File: src/rtl/sm4_crypt_top.sv
// SM4 block cipher engine: on-chip key expansion into a 32-entry round-key file,
// then RPC unrolled rounds per clock for encryption or decryption.

module sm4_sbox (
  input  logic [7:0] in_byte,
  output logic [7:0] out_byte
);
  // Byte 0x00 of the table sits in the most significant byte.
  localparam logic [2047:0] TABLE = {
    128'hd690e9fecce13db716b614c228fb2c05,
    128'h2b679a762abe04c3aa44132649860699,
    128'h9c4250f491ef987a33540b43edcfac62,
    128'he4b31ca9c908e89580df94fa758f3fa6,
    128'h4707a7fcf37317ba83593c19e6854fa8,
    128'h686b81b27164da8bf8eb0f4b70569d35,
    128'h1e240e5e6358d1a225227c3b01217887,
    128'hd40046579fd327524c3602e7a0c4c89e,
    128'heabf8ad240c738b5a3f7f2cef96115a1,
    128'he0ae5da49b341a55ad933230f58cb1e3,
    128'h1df6e22e8266ca60c02923ab0d534e6f,
    128'hd5db3745defd8e2f03ff6a726d6c5b51,
    128'h8d1baf92bbddbc7f11d95c411f105ad8,
    128'h0ac13188a5cd7bbd2d74d012b8e5b4b0,
    128'h8969974a0c96777e65b9f109c56ec684,
    128'h18f07dec3adc4d2079ee5f3ed7cb3948
  };

  logic [10:0] bit_idx;

  always_comb begin
    bit_idx  = {~in_byte, 3'b000};
    out_byte = TABLE[bit_idx +: 8];
  end
endmodule

module sm4_crypt_top #(
  parameter int RPC = 1
) (
  input  logic         clk,
  input  logic         rstn,
  input  logic         start,
  input  logic         mode,
  input  logic         reuse_key,
  input  logic [127:0] data,
  input  logic [127:0] mk,
  output logic [127:0] dataout,
  output logic         valid,
  output logic         busy,
  output logic         key_ready,
  output logic [1:0]   dbg_state
);

  if (!(RPC == 1 || RPC == 2 || RPC == 4 || RPC == 8)) begin : g_bad_rpc
    $error("sm4_crypt_top: RPC must be 1, 2, 4 or 8");
  end

  // Handshake: start is sampled on a rising edge only while busy=0; valid is a
  // one-cycle pulse with dataout, and a start in that same cycle begins a new job.

  typedef enum logic [1:0] {
    IDLE   = 2'd0,
    KEYEXP = 2'd1,
    CRYPT  = 2'd2
  } state_e;

  localparam logic [127:0] FK      = 128'ha3b1bac6_56aa3350_677d9197_b27022dc;
  localparam logic [4:0]   RC_STEP = 5'(RPC);
  localparam logic [4:0]   RC_LAST = 5'(32 - RPC);

  function automatic logic [31:0] rotl(input logic [31:0] v, input int n);
    return (v << n) | (v >> (32 - n));
  endfunction

  state_e       state_q, state_d;
  logic [4:0]   rc_q, rc_d;
  logic [127:0] dataout_q, dataout_d;
  logic         valid_q, valid_d;
  logic         busy_q, busy_d;
  logic         key_ready_q, key_ready_d;

  // Working registers and round keys carry no reset; key_ready guards their use.
  logic [127:0] x_q, x_d;
  logic [127:0] k_q, k_d;
  logic         mode_q, mode_d;
  logic [31:0]  rk_q [32];
  logic [31:0]  rk_d [32];

  logic [127:0] x_chain [RPC+1];
  logic [127:0] k_chain [RPC+1];
  logic [31:0]  k_new   [RPC];

  assign x_chain[0] = x_q;
  assign k_chain[0] = k_q;

  for (genvar r = 0; r < RPC; r++) begin : g_round
    logic [4:0]  ri;
    logic [31:0] rkx, c_in, c_sb, c_t;
    logic [31:0] ck, k_in, k_sb, k_t;

    assign ri   = rc_q + 5'(r);
    assign rkx  = mode_q ? rk_q[5'd31 - ri] : rk_q[ri];
    assign c_in = x_chain[r][95:64] ^ x_chain[r][63:32] ^ x_chain[r][31:0] ^ rkx;

    for (genvar j = 0; j < 4; j++) begin : g_byte
      assign ck[31-8*j -: 8] = 8'(({3'b000, ri, 2'b00} + 10'(j)) * 10'd7);
      sm4_sbox u_sbox_c (.in_byte(c_in[8*j +: 8]), .out_byte(c_sb[8*j +: 8]));
      sm4_sbox u_sbox_k (.in_byte(k_in[8*j +: 8]), .out_byte(k_sb[8*j +: 8]));
    end

    assign c_t = c_sb ^ rotl(c_sb, 2) ^ rotl(c_sb, 10) ^ rotl(c_sb, 18) ^ rotl(c_sb, 24);
    assign x_chain[r+1] = {x_chain[r][95:0], x_chain[r][127:96] ^ c_t};

    assign k_in = k_chain[r][95:64] ^ k_chain[r][63:32] ^ k_chain[r][31:0] ^ ck;
    assign k_t  = k_sb ^ rotl(k_sb, 13) ^ rotl(k_sb, 23);
    assign k_new[r]     = k_chain[r][127:96] ^ k_t;
    assign k_chain[r+1] = {k_chain[r][95:0], k_new[r]};
  end

  always_comb begin
    state_d     = state_q;
    rc_d        = rc_q;
    dataout_d   = dataout_q;
    valid_d     = 1'b0;
    busy_d      = busy_q;
    key_ready_d = key_ready_q;
    x_d         = x_q;
    k_d         = k_q;
    mode_d      = mode_q;
    case (state_q)
      IDLE: begin
        if (start) begin
          x_d    = data;
          mode_d = mode;
          rc_d   = 5'd0;
          busy_d = 1'b1;
          if (reuse_key && key_ready_q) begin
            state_d = CRYPT;
          end else begin
            state_d     = KEYEXP;
            k_d         = mk ^ FK;
            key_ready_d = 1'b0;
          end
        end
      end
      KEYEXP: begin
        k_d = k_chain[RPC];
        if (rc_q == RC_LAST) begin
          state_d     = CRYPT;
          rc_d        = 5'd0;
          key_ready_d = 1'b1;
        end else begin
          rc_d = rc_q + RC_STEP;
        end
      end
      CRYPT: begin
        x_d = x_chain[RPC];
        if (rc_q == RC_LAST) begin
          // Output is the final four words in reverse order.
          dataout_d = {x_chain[RPC][31:0], x_chain[RPC][63:32],
                       x_chain[RPC][95:64], x_chain[RPC][127:96]};
          valid_d   = 1'b1;
          busy_d    = 1'b0;
          state_d   = IDLE;
          rc_d      = 5'd0;
        end else begin
          rc_d = rc_q + RC_STEP;
        end
      end
      default: state_d = IDLE;
    endcase
  end

  always_comb begin
    rk_d = rk_q;
    if (state_q == KEYEXP) begin
      for (int r = 0; r < RPC; r++) begin
        rk_d[rc_q + 5'(r)] = k_new[r];
      end
    end
  end

  always_ff @(posedge clk or negedge rstn) begin
    if (!rstn) begin
      state_q     <= IDLE;
      rc_q        <= 5'd0;
      dataout_q   <= 128'd0;
      valid_q     <= 1'b0;
      busy_q      <= 1'b0;
      key_ready_q <= 1'b0;
    end else begin
      state_q     <= state_d;
      rc_q        <= rc_d;
      dataout_q   <= dataout_d;
      valid_q     <= valid_d;
      busy_q      <= busy_d;
      key_ready_q <= key_ready_d;
    end
  end

  always_ff @(posedge clk) begin
    x_q    <= x_d;
    k_q    <= k_d;
    mode_q <= mode_d;
    rk_q   <= rk_d;
  end

  assign dataout   = dataout_q;
  assign valid     = valid_q;
  assign busy      = busy_q;
  assign key_ready = key_ready_q;
  assign dbg_state = state_q;

endmodule

File: config.mk
export PLATFORM = sky130hd
export DESIGN_NAME = sm4_crypt_top
export DESIGN_NICKNAME = d
export VERILOG_FILES = /design/src/rtl/sm4_crypt_top.sv
export SDC_FILE = /design/constraint.sdc
export NUM_CORES = 2
export LEC_CHECK = 0
export CAP_MARGIN = 10
export CORE_MARGIN = 5
export CORE_UTILIZATION = 39
export DETAILED_ROUTE_END_ITERATION = 7
export PLACE_DENSITY = 0.6
export SKIP_LAST_GASP = 1
export SLEW_MARGIN = 20
export SYNTH_ARGS = -nofsm -noshare
export SYNTH_HDL_FRONTEND = slang
export SYNTH_SLANG_ARGS = --single-unit
export TNS_END_PERCENT = 50
File: constraint.sdc
create_clock -name clk -period 11.4 [get_ports clk]
set_clock_uncertainty 0.15 [all_clocks]
set_input_delay 2.28 -clock clk [delete_from_list [all_inputs] [get_ports clk]]
set_output_delay 2.28 -clock clk [all_outputs]
set_load 0.01 [all_outputs]
==> impl_metrics.tcl <==
set metrics [dict create \
    ctsHoldBuffers 0 \
    cp_data_required_time_ns 11.85 \
    nets 9398 \
    final_util_pct 44.2 \
    drc 3 \
    start_util_pct 39.1 \
    critical-path-slowest-cell "dfrtp_4" \
    fin_setup_tns_ns 0 \
    fin_cells 12500 \
    yosys_warnings 0 \
    yosys_most_used_dff "edfxtp_1" \
    hp-class "flip-flop to flip-flop" \
    async_flop_share_pct 9.73 \
    ff_latch_area_mm2 0.0419 \
    cp.arrival_ns 9.66 \
    drtIter0Drc 14600 \
    die_y_um 508 \
    cts-buffers-inserted 162 \
    drv_cap 0 \
    relSlewSlack_pct 18.2 \
    routed_via_density 6.95 \
    nFillCells 23100 \
    place_congestion 1.05 \
    clk_path_buf_depth 3 \
    grt_pass1_wl_um 619000 \
    violations "design-rule violations" \
    seq_area_frac_synth_pct 43.3 \
    critical_path_class "flip-flop to flip-flop" \
    period_share_pct 80.7 \
    min_period_ns 9.20 \
    row_count 183 \
    grt_pass1_vias 81500 \
    htree_levels 4 \
    multi_input_area_mm2 0.0512 \
    crit_fanout 37 \
    post-cts-setup-buffer-count 0 \
    netlist.area_leader.share_pct 39.7 \
    synth-edff-count 1281 \
    grt_start_max_net_pins 126 \
    synth.cell_area_mm2 0.0969 \
    cts_resized 0 \
    report.final.slew_viol_count 0 \
    hpwl_um 295000 \
    worst_slew_pin_slew_ns 1.23 \
    whs_ns 0.337 \
    rsz0062_at_grt "no" \
    setup_violations 0 \
    fmax_mhz 109 \
    tritoncts "yes" \
    dieWidth_um 508 \
    num_vias 86700 \
    totalWireLength_um 441000 \
    io_pins 394 \
    antenna_left 0 \
    clk_pin_slew_ns 0.06 \
    finalHoldViolCount 0 \
    grt-ovfl-total 0 \
    netlist-cell-type-count 149 \
    placed_cells 12200 \
    crit_path_max_incr_delay_ns 0.96 \
    firstDrtPassIters 8 \
    antenna_found_initial 14 \
    ys_ff_latch 1419 \
    root_buffer "clkbuf_16" \
    yosysMostFrequentCell "edfxtp_1" \
    status "complete, but fails checks" \
    dieArea_mm2 0.258 \
    yosys-top-cells-area "edfxtp_1 40%, mux4_2 7.2%, mux2i_1 4.3%, dfrtp_1 3.6%, mux2_2 3.5%" \
    yosysTopAreaCell "edfxtp_1" \
    crit_top_cell "buf_4" \
    syn-num-nets 9340 \
    synth_cells 8933 \
    core_region_area_mm2 0.248 \
    end_kind "flip-flop" \
    synthTopCellsByCount "1281 x edfxtp_1, 801 x nand2_1, 632 x nor2_1" \
    syn_avg_cell_area_um2 10.8 \
    path_cells "buf_4 > nor2b_4 > buf_4 > buf_4 > a22oi_1 > a21oi_1 > nor4_4 > mux2i_2 > nand2_4 > inv_4 > ha_1 > clkinv_1 > a21oi_1 > o211ai_1 > nand3_1 > nand4_1 > o22ai_1 > xor2_1 > xnor2_1 > xnor3_1 > mux2_2" \
    io_buffer_count 393 \
    clk_latency_ns 0.83 \
    syn2layout_area_growth_pct 13.0 \
    drive_above_1_share_pct 16.0 \
    startpoint_type "flip-flop" \
    clock-sinks 1419 \
    track_usage_pct 32.6 \
    wire_per_inst_um 35.4 \
]
[worst max-delay path: cells and delay by family (launching register included)]
kind            cells  cell delay (ns)
buf+inv             5             2.42
compound gates      5             1.95
simple gates        5             1.03
flops               1             0.96
xor+xnor            3             0.84
fa+ha+maj           1             0.76
mux                 2             0.74
[cells in the final DEF (no fill, tap or decap), types with 133 or more instances in the layout]
cell	Yosys	layout
clkbuf_16	0	164
xnor2_1	317	255
a211oi_1	136	135
nor2_1	632	591
nand2_1	801	797
a21oi_1	597	595
o211ai_1	150	150
nand3_1	247	246
nor3_1	215	213
mux2_2	305	305
edfxtp_1	1281	1281
ha_1	136	134
mux2i_1	418	418
o22ai_1	139	138
a22oi_1	198	198
dfrtp_1	138	133
mux4_2	309	309
a31oi_1	135	134
clkdlybuf4s50_1	0	392
buf_4	57	300
o21ai_0	541	535
[stage by stage]
stage / cell area [um2] / setup WS, ns
after floorplan: 96900 / 1.69
after global placement: 104000 / 2.60
after detailed placement: 104000 / 2.54
after CTS: 109000 / 2.57
after global routing: 109000 / 2.15
final: 109000 / 2.20
[kinds of logic after synthesis]
family | share of synthesized area (%)
AOI/OAI and AO/OA | 19.0
buffers and inverters | 5.16
muxes | 15.8
xor gates and xnor gates | 4.25
DFF | 43.3
and+or+nand+nor | 10.5
adders and majority gates | 1.98
[sequential cells by signal (all words and copies together), names as in the netlist]
| name | count |
|---|---|
| x_q | 128 |
| valid | 1 |
| k_q | 128 |
| rk_q | 1024 |
| key_ready | 1 |
| busy | 1 |
| rc_q | 5 |
| dbg_state | 2 |
| mode_q | 1 |
| dataout | 128 |
[final cells by class]
type                       count  share of cell area [%]
inverter                      88                   0.304
timing repair buffer         706                    5.87
clock buffer                 207                    3.95
tap                         3330                    3.81
sequential                  1419                    38.3
multi-input combinational   6614                    46.8
antenna                        9                  0.0206
clock inverter                90                   0.974
[metal layers]
| metal | share of wire [%] | GRT usage, % | routed length, um |
|---|---|---|---|
| met1 | 39 | 44.4 | 170000 |
| met2 | 43 | 48.9 | 190000 |
| met3 | 12 | 8.45 | 54500 |
| met4 | 5.9 | 14.9 | 25900 |
| met5 | 0.027 | 0 | 121 |
[worst paths after layout]
check,startpoint,endpoint,slack [ns],cells after the start
worst max-delay path,rc_q[0],x_q[19],2.20,21
worst min-delay path,dataout[108],dataout[108],0.34,2
worst max register to register,rc_q[0],x_q[19],2.20,21
worst min register to register,dataout[108],dataout[108],0.34,2
max in group asynchronous,rstn,dataout[38],8.60,2
min in group asynchronous,rstn,dataout[113],1.23,1
Power is left out: the tool's default activity adds up to more than one toggle a clock period on the data nets, which glitch-free logic cannot reach.
